File: src/rtl/lfsr_word_packer.sv
// lfsr_word_packer: pulls bytes from an 8-bit LFSR core and packs four
// consecutive bytes, MSB-first, into 32-bit words. Words are queued in a
// small circular FIFO presented on a valid/ready stream port. A sticky
// flag reports a stuck generator (two consecutive taken bytes equal).

module lfsr_word_packer #(
  parameter int DEPTH = 4
) (
  input  logic                     clk,
  input  logic                     rst,
  input  logic                     run,
  input  logic                     flush,
  input  logic                     clr_flag,
  input  logic [7:0]               lfsr_in,
  output logic                     lfsr_enable,
  output logic [31:0]              m_data,
  output logic                     m_valid,
  input  logic                     m_ready,
  output logic [$clog2(DEPTH):0]   fifo_level,
  output logic                     stuck_flag
);

  localparam int AW = $clog2(DEPTH);
  localparam int LW = AW + 1;

  // Operating mode of the packer; decoded every cycle from run, byte
  // position and FIFO space, so IDLE/STALL take effect without delay.
  typedef enum logic [1:0] {
    IDLE    = 2'd0,
    COLLECT = 2'd1,
    STALL   = 2'd2
  } mode_e;

  mode_e        mode_s;
  logic [1:0]   byte_idx_r;
  logic [31:0]  word_r;
  logic [7:0]   last_byte_r;
  logic         last_valid_r;
  logic         stuck_r;
  logic [31:0]  mem_r [DEPTH];
  logic [AW-1:0] wr_ptr_r;
  logic [AW-1:0] rd_ptr_r;
  logic [LW-1:0] level_r;
  logic [LW-1:0] level_nxt_s;
  logic         valid_r;
  logic         full_s;
  logic         pop_s;
  logic         take_s;
  logic         push_s;
  logic         detect_s;
  logic [31:0]  push_word_s;

  // FIFO status and handshake qualifiers
  always_comb begin
    full_s      = (level_r == LW'(DEPTH));
    pop_s       = valid_r & m_ready;
    push_word_s = {word_r[31:8], lfsr_in};
  end

  // Mode decode: run low idles; last lane with no room and no pop stalls
  always_comb begin
    mode_s = IDLE;
    if (!run) begin
      mode_s = IDLE;
    end else if ((byte_idx_r == 2'd3) && full_s && !pop_s) begin
      mode_s = STALL;
    end else begin
      mode_s = COLLECT;
    end
  end

  // Core enable and take/push qualifiers; reset and flush suppress a take
  always_comb begin
    take_s   = 1'b0;
    push_s   = 1'b0;
    detect_s = 1'b0;
    if ((mode_s == COLLECT) && !rst && !flush) begin
      take_s = 1'b1;
    end else begin
      take_s = 1'b0;
    end
    push_s   = take_s & (byte_idx_r == 2'd3);
    detect_s = take_s & last_valid_r & (lfsr_in == last_byte_r);
  end

  assign lfsr_enable = take_s;

  // Byte lane steering and partial-word assembly
  always_ff @(posedge clk) begin
    if (rst) begin
      byte_idx_r <= 2'd0;
      word_r     <= 32'd0;
    end else if (flush) begin
      byte_idx_r <= 2'd0;
      word_r     <= 32'd0;
    end else if (take_s) begin
      case (byte_idx_r)
        2'd0:    word_r[31:24] <= lfsr_in;
        2'd1:    word_r[23:16] <= lfsr_in;
        2'd2:    word_r[15:8]  <= lfsr_in;
        default: word_r        <= 32'd0;  // last lane: word leaves via push
      endcase
      byte_idx_r <= byte_idx_r + 2'd1;
    end
  end

  // Repeated-byte detection with sticky flag; a detect beats a clear
  always_ff @(posedge clk) begin
    if (rst) begin
      last_byte_r  <= 8'd0;
      last_valid_r <= 1'b0;
      stuck_r      <= 1'b0;
    end else begin
      if (take_s) begin
        last_byte_r  <= lfsr_in;
        last_valid_r <= 1'b1;
      end
      if (detect_s) begin
        stuck_r <= 1'b1;
      end else if (clr_flag) begin
        stuck_r <= 1'b0;
      end
    end
  end

  // Next FIFO occupancy; simultaneous push and pop leave it unchanged
  always_comb begin
    level_nxt_s = level_r;
    case ({push_s, pop_s})
      2'b10:   level_nxt_s = level_r + LW'(1);
      2'b01:   level_nxt_s = level_r - LW'(1);
      default: level_nxt_s = level_r;
    endcase
  end

  // Circular FIFO storage, pointers, occupancy and valid flag
  always_ff @(posedge clk) begin
    if (rst) begin
      wr_ptr_r <= AW'(0);
      rd_ptr_r <= AW'(0);
      level_r  <= LW'(0);
      valid_r  <= 1'b0;
      for (int i = 0; i < DEPTH; i++) begin
        mem_r[i] <= 32'd0;
      end
    end else begin
      if (push_s) begin
        mem_r[wr_ptr_r] <= push_word_s;
        wr_ptr_r        <= wr_ptr_r + AW'(1);
      end
      if (pop_s) begin
        rd_ptr_r <= rd_ptr_r + AW'(1);
      end
      level_r <= level_nxt_s;
      valid_r <= (level_nxt_s != LW'(0));
    end
  end

  assign m_data     = mem_r[rd_ptr_r];
  assign m_valid    = valid_r;
  assign fifo_level = level_r;
  assign stuck_flag = stuck_r;

endmodule
File: config.mk
export PLATFORM = sky130hd
export DESIGN_NAME = lfsr_word_packer
export DESIGN_NICKNAME = d
export VERILOG_FILES = /design/src/rtl/lfsr_word_packer.sv
export SDC_FILE = /design/constraint.sdc
export NUM_CORES = 1
export LEC_CHECK = 0
export ABC_AREA = 1
export BUFFER_PORTS_ARGS = -buffer_cell sky130_fd_sc_hd__buf_2
export CAP_MARGIN = 20
export CORE_MARGIN = 3
export CORE_UTILIZATION = 30
export CTS_CLUSTER_DIAMETER = 40
export DETAILED_ROUTE_END_ITERATION = 8
export PLACE_DENSITY = 0.57
export SLEW_MARGIN = 30
export SYNTH_ARGS = -nofsm -noshare
export SYNTH_HDL_FRONTEND = slang
export SYNTH_SLANG_ARGS = --single-unit
File: constraint.sdc
create_clock -name clk -period 3.5 [get_ports clk]
set_input_delay 0.35 -clock clk [delete_from_list [all_inputs] [get_ports clk]]
set_output_delay 0.35 -clock clk [all_outputs]
set_load 0.01 [all_outputs]
==> results.toml <==
[run_status]
outcome = "finished, final reports clean"

[synthesis]
synth.top_cell.area_share_pct = 50.6
synth_top_cell_by_area = "edfxtp_1"
synth_cell_types = 31
synth_nets = 834
synthCells = 814
synth_commonest_cells = "nor2_1, edfxtp_1, nand2_1"
synth-async-reset-ratio_pct = 0
synth_area_leaders = "edfxtp_1, dfxtp_1, nor2_1"
syn_area_per_cell_um2 = 9.33
synth_seq_area_share_pct = 62.7
yosys_warnings = 0
synth_edf_count = 128
ys.flop_type = "edfxtp_1"
synth_most_common_cell = "nor2_1"
ys_ff_latch = 174
syn_area_mm2 = 0.00760

[setup_path]
worstPathRequired_ps = 3820
crit_arrival_ps = 2950
critical_path_buf_inv_count = 3
slowest_delay_ps = 490
worst_path_max_delay_cell = "fa_1"
crit_path_end_kind = "flop"
start_kind = "flop"
critical_path_class = "flop to flop"
crit_family = "adder cells"
worstPathMaxFanout = 20
cp_common_cell = "nand2_1"
crit_chain = "ha_1 > nand2_1 > inv_1 > nand3_1 > nand2_2 > nor2_4 > inv_2 > ha_1 > inv_1 > fa_1 > nand2_1 > o21ai_0 > nand2_1 > nor2_1 > nor2_1"

[pwr]
peakVddDrop_mv = 0.351
seqPwrFrac_pct = 50.8
power_mw = 4.52
leakage_nw = 3.56
powerDensity_mw_per_mm2 = 515
internal-power_mw = 3.44
p_sw_mw = 1.08
power_frac_clock_pct = 40.0
power_frac_comb_pct = 9.2
p_sw_share_pct = 23.9

[sta]
period_share_pct = 75.1
slew_violations = 0
setup_viol = 0
skew_ps = 9.67
relSlewSlack_pct = 46.0
hold_violations = 0
worst_pin_slew_ps = 809
fin_crit_ps = 2630
rsz0062_at_grt = "no"
max_freq_mhz = 381
fin_tns_setup_ps = 0

[floorplanning]
ioPinCount = 52
num_rows = 57
core_area_mm2 = 0.0246
die_w_um = 165
die_h_um = 165
start_util_pct = 30.9
die_area_mm2 = 0.0273

[global_route]
grt_start_max_net_pins = 65
grt_pass1_vias = 5429
antenna_found_initial = 0
grt_pass1_wl_um = 29700
overflow = 0
grtUsageTotal_pct = 14.3

[final_layout]
nets = 877
regArea_mm2 = 0.00477
syn_to_final_growth_pct = 15.5
nFillCells = 2476
diodes = 0
drive_gt1_share_pct = 12.5
multi_input_area_mm2 = 0.00225
fin_util_pct = 35.7

[drt]
antenna_left = 0
avgViaCountPerCell = 4.61
wl_um = 18900
drt-initial-drc-count = 378
firstDrtPassIters = 5
wl_met3_um = 874
drcViolationCount = 0
post_drt_wl_per_cell_um = 15.8
wl_met2_um = 8930
met1_length_um = 8770
vias = 5499
top_layer_used = "met4"

[clock_tree]
clk_pin_slew_ps = 60
postCtsHoldBufs = 0
cts_tree = "built"
cts_root_buf = "clkbuf_16"
cts_made_buffers = 17
cts-resized-gates = 0
cts_buffer_depth = 2
insertion_delay_ps = 430
clock-sinks = 174
cts_setup_buffers = 0
cts_max_level = 4

[placement]
portBuffers = 51
gp_congestion = 0.772
place_hpwl_um = 11900

[run]
max-cap-violations = 0

[hold_path]
hold_class = "input pin to flop"
==> worst reg2reg max path: stages, from the launching register on <==
cell and delay, ps:
dfxtp_1 390, ha_1 200, nand2_1 60, inv_1 50, nand3_1 70, nand2_2 320, nor2_4 110, inv_2 180
ha_1 200, inv_1 70, fa_1 490, nand2_1 50, o21ai_0 100, nand2_1 80, nor2_1 100, nor2_1 40
==> cell families after synthesis <==
| family | share of synthesized area (%) |
|---|---|
| xor gates and xnor gates | 0.346 |
| buffers and inverters | 7.80 |
| DFF | 62.7 |
| AOI/OAI and AO/OA | 9.52 |
| adders and majority gates | 1.09 |
| and+or+nand+nor | 18.5 |
==> power by group through the flow <==
stage / clock network [mW] / logic (mW) / registers (mW)
6_report: 1.81 / 0.415 / 2.30
5_1_grt: 1.92 / 0.464 / 2.30
4_1_cts: 1.83 / 0.426 / 2.30
3_5_place_dp: 0 / 0.424 / 2.34
3_3_place_gp: 0 / 0.423 / 2.34
2_1_floorplan: 0 / 0.245 / 2.34
==> per-layer routing <==
metal,GRT usage [%],vias up
met5,0,-
li1,-,2758
met1,18.8,2596
met4,4.77,0
met3,3.32,21
met2,23.3,124
==> per-stage QoR <==
step	instance area [um^2]	worst slack (ps)	std cells	hold WS, ps
6_report	8780	873	1194	174
5_1_grt	8780	545	1194	210
4_1_cts	8780	850	1194	160
3_5_place_dp	8220	727	1162	459
3_3_place_gp	8220	801	1162	452
2_1_floorplan	7600	603	814	419
==> area by class of cell <==
| cell class | count | share of cell area, % |
|---|---|---|
| sequential | 174 | 54.3 |
| inverter | 108 | 4.63 |
| clock buffer | 19 | 4.93 |
| timing repair buffer | 66 | 4.47 |
| multi-input combinational | 490 | 25.7 |
| clock inverter | 13 | 1.41 |
| tap | 324 | 4.62 |
==> sequential cells by signal, indices dropped and copies added, names as in the netlist, named ones only <==
| name | cells |
|---|---|
| mem_r | 128 |
| word_r | 24 |
| last_byte_r | 8 |
| fifo_level | 3 |
| byte_idx_r | 2 |
| rd_ptr_r | 2 |
| wr_ptr_r | 2 |
| last_valid_r | 1 |
| m_valid | 1 |
| stuck_flag | 1 |
==> cell usage in the layout (no fill, tap or decap), types with 3 or more instances in the layout <==
cell type and n:
a21oi_1 16, a2bb2oi_1 5, buf_2 51, buf_4 13
clkbuf_16 17, clkinv_1 7, clkinv_2 4, clkinv_4 3
dfxtp_1 45, edfxtp_1 128, ha_1 5, inv_1 100
inv_2 4, nand2_1 119, nand3_1 14, nand4_1 13
nor2_1 192, o21ai_0 74, o21ai_1 3, o22ai_1 32
==> path summary, 6_finish.rpt <==
kind                            cells after the start                 endpoint  slack, ps                        from
worst min register to register                      2  stuck_flag$_SDFFE_PP0P_        460     stuck_flag$_SDFFE_PP0P_
worst max register to register                     15       m_valid$_SDFF_PP0_        870  byte_idx_r[0]$_SDFFE_PP0P_
worst max-delay path                               15       m_valid$_SDFF_PP0_        870  byte_idx_r[0]$_SDFFE_PP0P_
worst min-delay path                                4  stuck_flag$_SDFFE_PP0P_        170                    clr_flag
Note: power is estimated with default switching activity, not from simulation.
